## src/rtl/keccak_feeder_if.sv

```systemverilog
// Byte-stream and hasher-side signals of the Keccak feeder.
// slave is the feeder's view; master is the view of the byte source and hasher.
interface keccak_feeder_if;
   logic [7:0]  s_data;
   logic        s_valid;
   logic        s_last;
   logic        s_ready;
   logic [31:0] in;
   logic        in_ready;
   logic        is_last;
   logic [1:0]  byte_num;
   logic        buffer_full;
   logic        out_ready;
   logic        msg_done;

   modport slave (
      input  s_data, s_valid, s_last, buffer_full, out_ready,
      output s_ready, in, in_ready, is_last, byte_num, msg_done
   );

   modport master (
      output s_data, s_valid, s_last, buffer_full, out_ready,
      input  s_ready, in, in_ready, is_last, byte_num, msg_done
   );
endinterface

```

## src/rtl/keccak_feeder.sv

```systemverilog
// Packs a byte stream big-endian into 32-bit words for a Keccak hasher and
// marks the final word with its valid byte count.
module keccak_feeder (
   input logic             clk,
   input logic             reset,
   keccak_feeder_if.slave  bus
);
   localparam int unsigned WORD_W = 32;
   localparam int unsigned ACC_W  = 24;

   typedef enum logic [1:0] {FILL, TERM, WAIT} state_t;

   state_t              r_state;
   logic [1:0]          r_count;
   logic [ACC_W-1:0]    r_acc;
   logic [WORD_W-1:0]   r_in;
   logic                r_in_ready;
   logic                r_is_last;
   logic [1:0]          r_byte_num;
   logic                r_msg_done;
   logic                r_s_ready;

   logic                w_xfer;
   logic                w_drain;
   logic [WORD_W-1:0]   w_word;

   assign w_xfer  = bus.s_valid & r_s_ready;
   assign w_drain = r_in_ready & ~bus.buffer_full;

   // Accumulated bytes with the incoming byte inserted at slot r_count.
   always_comb begin
      w_word = '0;
      unique case (r_count)
         2'd0:    w_word = {bus.s_data, 24'h0};
         2'd1:    w_word = {r_acc[23:16], bus.s_data, 16'h0};
         2'd2:    w_word = {r_acc[23:8], bus.s_data, 8'h0};
         default: w_word = {r_acc, bus.s_data};
      endcase
   end

   always_ff @(posedge clk) begin
      if (reset) begin
         r_state    <= FILL;
         r_count    <= 2'd0;
         r_acc      <= '0;
         r_in       <= '0;
         r_in_ready <= 1'b0;
         r_is_last  <= 1'b0;
         r_byte_num <= 2'd0;
         r_msg_done <= 1'b0;
         r_s_ready  <= 1'b1;
      end else begin
         r_msg_done <= 1'b0;
         if (w_drain) r_in_ready <= 1'b0;

         unique case (r_state)
            FILL: begin
               if (w_xfer) begin
                  if (r_count == 2'd3 || bus.s_last) begin
                     r_in       <= w_word;
                     r_in_ready <= 1'b1;
                     r_s_ready  <= 1'b0;
                     r_count    <= 2'd0;
                     r_acc      <= '0;
                     if (r_count == 2'd3) begin
                        // Full word; an exact multiple of 4 still owes an empty final word.
                        r_is_last  <= 1'b0;
                        r_byte_num <= 2'd0;
                        r_state    <= bus.s_last ? TERM : FILL;
                     end else begin
                        r_is_last  <= 1'b1;
                        r_byte_num <= r_count + 2'd1;
                        r_state    <= WAIT;
                     end
                  end else begin
                     r_acc   <= w_word[31:8];
                     r_count <= r_count + 2'd1;
                  end
               end else begin
                  r_s_ready <= ~r_in_ready | w_drain;
               end
            end
            TERM: begin
               if (!r_in_ready || w_drain) begin
                  r_in       <= '0;
                  r_in_ready <= 1'b1;
                  r_is_last  <= 1'b1;
                  r_byte_num <= 2'd0;
                  r_state    <= WAIT;
               end
            end
            WAIT: begin
               // Digest is only honoured once the final word has left pend.
               if (!r_in_ready && bus.out_ready) begin
                  r_msg_done <= 1'b1;
                  r_state    <= FILL;
                  r_count    <= 2'd0;
                  r_acc      <= '0;
                  r_s_ready  <= 1'b1;
               end
            end
            default: r_state <= FILL;
         endcase
      end
   end

   assign bus.s_ready  = r_s_ready;
   assign bus.in       = r_in;
   assign bus.in_ready = r_in_ready;
   assign bus.is_last  = r_is_last;
   assign bus.byte_num = r_byte_num;
   assign bus.msg_done = r_msg_done;
endmodule

```

## src/flat_wrapper.sv

```systemverilog
// flat-port wrapper written by rule: the top's interface ports become plain ports
module keccak_feeder_flat 
  (clk, reset, bus_s_data, bus_s_valid, bus_s_last, bus_buffer_full, bus_out_ready, bus_s_ready, bus_in, bus_in_ready, bus_is_last, bus_byte_num, bus_msg_done);
  keccak_feeder_if bus_i ();
  input logic clk;
  input logic reset;
  input wire logic [$bits(bus_i.s_data)-1:0] bus_s_data;
  input wire logic [$bits(bus_i.s_valid)-1:0] bus_s_valid;
  input wire logic [$bits(bus_i.s_last)-1:0] bus_s_last;
  input wire logic [$bits(bus_i.buffer_full)-1:0] bus_buffer_full;
  input wire logic [$bits(bus_i.out_ready)-1:0] bus_out_ready;
  output wire logic [$bits(bus_i.s_ready)-1:0] bus_s_ready;
  output wire logic [$bits(bus_i.in)-1:0] bus_in;
  output wire logic [$bits(bus_i.in_ready)-1:0] bus_in_ready;
  output wire logic [$bits(bus_i.is_last)-1:0] bus_is_last;
  output wire logic [$bits(bus_i.byte_num)-1:0] bus_byte_num;
  output wire logic [$bits(bus_i.msg_done)-1:0] bus_msg_done;
  assign bus_i.s_data = bus_s_data;
  assign bus_i.s_valid = bus_s_valid;
  assign bus_i.s_last = bus_s_last;
  assign bus_i.buffer_full = bus_buffer_full;
  assign bus_i.out_ready = bus_out_ready;
  assign bus_s_ready = bus_i.s_ready;
  assign bus_in = bus_i.in;
  assign bus_in_ready = bus_i.in_ready;
  assign bus_is_last = bus_i.is_last;
  assign bus_byte_num = bus_i.byte_num;
  assign bus_msg_done = bus_i.msg_done;
  keccak_feeder u_core (.clk(clk), .reset(reset), .bus(bus_i));
endmodule
```

## config.mk

```make
export PLATFORM = sky130hd
export DESIGN_NAME = keccak_feeder_flat
export DESIGN_NICKNAME = d
export VERILOG_FILES = /design/src/rtl/keccak_feeder_if.sv /design/src/rtl/keccak_feeder.sv /design/src/flat_wrapper.sv
export SDC_FILE = /design/constraint.sdc
export NUM_CORES = 1
export LEC_CHECK = 0
export ABC_AREA = 1
export CORE_MARGIN = 4
export CORE_UTILIZATION = 52
export DETAILED_ROUTE_END_ITERATION = 10
export HOLD_SLACK_MARGIN = 0.12
export PLACE_DENSITY_LB_ADDON = 0.12
export SLEW_MARGIN = 20
export SYNTH_ARGS = -nofsm -noshare
export SYNTH_HDL_FRONTEND = slang
export SYNTH_SLANG_ARGS = --single-unit
```

## constraint.sdc

```tcl
create_clock -name clk -period 1.74 [get_ports clk]
set_input_delay 0.174 -clock clk [delete_from_list [all_inputs] [get_ports clk]]
set_output_delay 0.174 -clock clk [all_outputs]
set_load 0.05 [all_outputs]
```

==> results of run 1 <==
power by group through the flow:
stage	clock network [W]	logic [W]	registers, W
floorplan	0	0.000341	0.00191
global placement	0	0.000837	0.00167
detailed placement	0	0.000848	0.00168
CTS	0.00133	0.000853	0.00164
global route	0.00139	0.000929	0.00165
finish	0.00130	0.000856	0.00164
metrics by stage:
step	total power, W	cells	utilization, %	hold slack, ns
2_1_floorplan	0.00225	430	-	0.325
3_3_place_gp	0.00251	542	64.1	0.448
3_5_place_dp	0.00252	542	64.1	0.450
4_1_cts	0.00382	558	67.7	0.131
5_1_grt	0.00397	562	68.6	0.156
6_report	0.00380	562	68.6	0.146
cell usage after synthesis:
master / n / share of area [%]
nor2_1: 48 / 6.1
clkbuf_1: 7 / 0.90
o21ai_0: 21 / 3.6
nand3_1: 30 / 5.1
inv_1: 27 / 3.5
inv_2: 3 / 0.38
ha_1: 4 / 1.7
nor2_2: 1 / 0.21
dfxtp_1: 66 / 45
buf_1: 1 / 0.13
nand3_2: 1 / 0.34
nor3_1: 8 / 1.4
a21oi_1: 49 / 8.4
buf_2: 11 / 1.9
o22ai_1: 1 / 0.21
buf_4: 5 / 1.3
nand2_1: 127 / 16
o21ai_1: 15 / 2.6
clkinv_1: 1 / 0.13
inv_4: 1 / 0.21
nand4_1: 1 / 0.21
nor2_4: 1 / 0.38
nor4_1: 1 / 0.21
sequential cells by signal, summed over array words and instances, names as in the netlist:
register,count
u_core.bus.in_ready,1
u_core.r_count,2
u_core.r_state,2
u_core.bus.msg_done,1
u_core.bus.in,32
u_core.bus.s_ready,1
u_core.bus.byte_num,2
u_core.r_acc,24
u_core.bus.is_last,1
repair_timing:
item	CTS	global route
setup buffers	0	4
endpoints found under the setup margin	0	37
endpoints found under the hold margin	0	0
gates resized for setup	0	6
cell usage in the layout, fill, tap and decap left out, drive strengths merged:
master,instances
buf,19
ha,4
a21oi,49
nand2,127
nor3,8
nand4,1
o21ai,36
o22ai,1
bufinv,1
inv,30
dfxtp,66
clkinvlp,1
nand3,31
clkdlybuf4s50,49
nor4,1
clkbuf,14
nor2,50
clkinv,2
layout make-up:
type / instances / area, um^2 / share of cell area, %
Clock buffer: 14 / 163 / 4.30
Clock inverter: 2 / 35.0 / 0.927
Inverter: 32 / 126 / 3.34
Multi-Input combinational cell: 308 / 1390 / 36.8
Sequential cell: 66 / 1320 / 35.0
Tap cell: 72 / 90.1 / 2.38
Timing Repair Buffer: 68 / 653 / 17.3
layer usage:
layer / up-vias / GRT usage [%]
met4: 0 / 8.62
met1: 1305 / 27.2
li1: 1493 / -
met3: 9 / 4.66
met2: 86 / 33.5
met5: - / 0
path summary, 6_finish.rpt:
kind	to	cells past startpoint	slack [ns]
worst min register to register	u_core.bus.in[2]	2	0.46
worst max register to register	u_core.bus.in[15]	9	0.11
worst min-delay path	u_core.bus.in[3]	2	0.15
worst max-delay path	bus_in_ready	1	0.06
logic make-up (layout without fill, tap and decap cells):
kind of cell	Yosys count	count (layout)	synth area share [%]
AOI/OAI and AO/OA	86	86	14.7
adders and majority gates	4	4	1.71
buffers and inverters	56	116	8.35
DFF	66	66	45.0
and+or+nand+nor	218	218	30.2
==> reports/qor.yml, run 1 <==
tightest_slew_ns: 0.499
wl_per_cell_um: 12.9
final_nets: 503
crit_arrival_ns: 1.50
syn_area_um2: 2940
wl_met3_um: 462
seq_power_share_pct: 43.3
cts_root_buf: "clkbuf_8"
yosysWarnings: 0
core_area_um2: 5510
power.density_nw_per_um2: 1000
insertion_delay_ns: 0.34
drc: 0
cp-start-kind: "flop"
layout-drive-gt1-share_pct: 8.78
power_switching_w: 0.00117
finalHoldViolCount: 0
worst_slack_ns: 0.0642
ys_ff_latch: 66
ir_drop_uv: 700
slowest_delay_ns: 0.81
ant_nets: 0
synth.avg_cell_area_um2: 6.83
crit_type: "flop to output pin"
relSlewSlack_pct: 66.6
grt_pass1_vias: 2614
timing.final.crit_share_pct: 96.3
grt-ovfl-total: 0
postCtsHoldBufs: 0
cts_buffer_depth: 2
cp_max_fo: 3
dieArea_um2: 6910
n_antenna_cell: 0
port_buffers: 51
dr_wl_met2_um: 3370
drv_cap: 0
ys_types: 23
antenna_found_initial: 0
ios: 52
clkSlewWorstSetupHoldPaths_ns: 0.07
grt_use_total_pct: 20.9
wirelength_um: 7260
fp.dieW_um: 83.1
min_period_ns: 1.68
fin_tns_setup_ns: 0
top_layer_used: "met4"
p_comb_share_pct: 22.6
htreeDepth: 3
crit_buf_inv: 1
startpoint: "u_core.bus.in_ready"
synthToLayoutAreaGrowth_pct: 28.7
slew_viol_final: 0
vias_per_cell: 5.15
clkSinkCount: 66
crit_chain: "clkdlybuf4s50_1"
reg2reg_from: "u_core.r_count[1]"
dp_slack_ns: 0.0133
cellLeakagePower_nw: 1.46
cts_made_buffers: 9
cpLargestDelayFamily: "buffers and inverters"
worst_hold_startpoint: "reset"
cp_data_required_time_ns: 1.57
setup_viol: 0
start_util_pct: 53.3
drt-met1-wl_um: 3310
routabilityCongestion: 0.821
grt_pass1_wl_um: 11800
grt_max_degree: 52
p_sw_share_pct: 30.9
hold_class: "input pin to flop"
vias: 2893
dpl_cell_area_um2: 3530
rows: 27
fmax_ghz: 0.597
crit_slowest_cell: "clkdlybuf4s50_1"
end_kind: "output pin"
intPower_w: 0.00262
yosysSeqAreaShare_pct: 45.0
first_iter_violations: 155
die_h_um: 83.1
finalClockSkew_ns: 0.00504
synth_nets: 448
synthCells: 430
fill_cells: 490
cts_tree: "built"
power_frac_clock_pct: 34.1
status: "finished, final reports clean"
stdcell_area_um2: 3780
rsz0062_at_grt: "no"
drtPass1Iterations: 5
dpl.hpwl_um: 4750
No activity file was read; power rests on OpenSTA's default activity.
==> inputs of run 2 (changes only) <==
CORE_UTILIZATION = 62   (was 52)
DONT_BUFFER_PORTS = 1   (was not set)
==> reports/qor.yml, run 2 (same netlist as run 1, synthesis figures left out) <==
stdcell_area_um2: 3410
rows: 24
largest_register_ffs: 32
crit_slowest_cell: "dfxtp_1"
cp-start-kind: "flop"
multi_input_area_um2: 1370
power.density_nw_per_um2: 1090
final_cell_mix: "127 x nand2_1, 66 x dfxtp_1, 49 x a21oi_1, 48 x nor2_1, 30 x nand3_1"
dpl_cell_area_um2: 3060
cpLargestDelayFamily: "simple AND/OR/NAND/NOR gates"
slowest_delay_ns: 0.39
min_period_ns: 1.62
vias: 2861
timing.final.crit_share_pct: 93.4
cts_made_buffers: 9
crit_chain: "ha_2 -> nor2_1 -> nand2_1 -> nand2_1 -> nor2_4 -> buf_12 -> nand3_1 -> a21oi_1"
fmax_ghz: 0.616
setup_viol: 0
hold_class: "input pin to flop"
grt-ovfl-total: 0
ios: 52
fp.dieW_um: 76.8
drv_cap: 0
cp_max_fo: 26
status: "finished, final reports clean"
dpl.hpwl_um: 4540
synthToLayoutAreaGrowth_pct: 16.2
ir_drop_uv: 718
cts_tree: "built"
ant_nets: 0
start_util_pct: 65.6
final_nets: 466
cts_root_buf: "clkbuf_8"
port_buffers: 0
cellLeakagePower_nw: 1.36
fill_cells: 350
dieArea_um2: 5900
insertion_delay_ns: 0.34
wirelength_um: 7380
layout-drive-gt1-share_pct: 9.93
grt_use_total_pct: 25.2
vias_per_cell: 5.67
drtPass1Iterations: 5
grt_max_degree: 56
cp_common_cell: "nand2_1"
wl_per_cell_um: 14.6
n_antenna_cell: 0
drc: 0
grt_pass1_vias: 2605
antenna_found_initial: 0
rsz0062_at_grt: "yes"
cp_data_required_time_ns: 2.00
cts_buffer_depth: 2
finalClockSkew_ns: 0.00818
final_common_cell: "nand2_1"
first_iter_violations: 263
clkSinkCount: 66
finalHoldViolCount: 0
finalPower_w: 0.00372
fin_hold_ws_ns: 0.158
slew_viol_final: 0
htreeDepth: 3
core_area_um2: 4470
crit_type: "flop to flop"
clkSlewWorstSetupHoldPaths_ns: 0.07
tightest_slew_ns: 0.543
grt_pass1_wl_um: 12100
routabilityCongestion: 0.851
seq_area_um2: 1320
crit_buf_inv: 1
relSlewSlack_pct: 63.7
end_kind: "flop"
crit_arrival_ns: 1.88
die_h_um: 76.8
-- run 2: cell types whose count changed in the layout (fill, tap and decap cells not counted), moves of 2 or more --
cell,previous run,this run
buf_2,2,0
buf_12,2,4
clkdlybuf4s50_1,49,0
dlygate4sd3_1,0,10
clkinv_2,1,3
clkbuf_1,3,0
-- run 2: final cells by class --
class	count	area share, %
multi-input combinational	308	40.2
sequential	66	38.8
timing repair buffer	31	9.54
clock buffer	11	4.44
inverter	32	3.60
tap	52	1.91
clock inverter	5	1.54
-- run 2: final timing paths --
check                    start                 to  slack [ns]  cells past startpoint
max          u_core.r_count[1]  u_core.bus.in[31]        0.12                      8
min                      reset  u_core.bus.in[23]        0.16                      3
max reg2reg  u_core.r_count[1]  u_core.bus.in[31]        0.12                      8
min reg2reg   u_core.bus.in[2]   u_core.bus.in[2]        0.46                      2
-- run 2: stage by stage --
step	TNS (ns)	util (%)	setup WS (ns)	instances
2_1_floorplan	0	-	0.131	430
3_3_place_gp	0	68.3	0.186	477
3_5_place_dp	0	68.3	0.0874	477
4_1_cts	0	75.6	0.0391	504
5_1_grt	-0.00554	76.2	-0.00554	505
6_report	0	76.2	0.116	505
-- run 2: layer usage --
metal	global-route usage, %	share of wire (%)	vias to the layer above
li1	-	-	1422
met5	0	0	-
met3	7.96	8.7	14
met4	8.88	1.4	0
met2	40.5	47	118
met1	31.7	43	1307
-- run 2: where the power goes --
group	internal (W)	leakage, nW	switching [W]	total (W)
logic	0.000205	0.721	0.000370	0.000575
registers	0.00160	0.537	0.000242	0.00184
clock network	0.000732	0.105	0.000574	0.00131
-- run 2: timing repair --
item | CTS | global route
hold buffers | 11 | 0
buffers inserted | 0 | 0
hold endpoints to repair | 55 | 0
setup endpoints to repair | 0 | 50
resized for setup | 0 | 1
-- run 2: tightest hold or removal path: stages --
cell,delay (ns)
inv_1,0.13
nand2_1,0.11
nor2_1,0.03
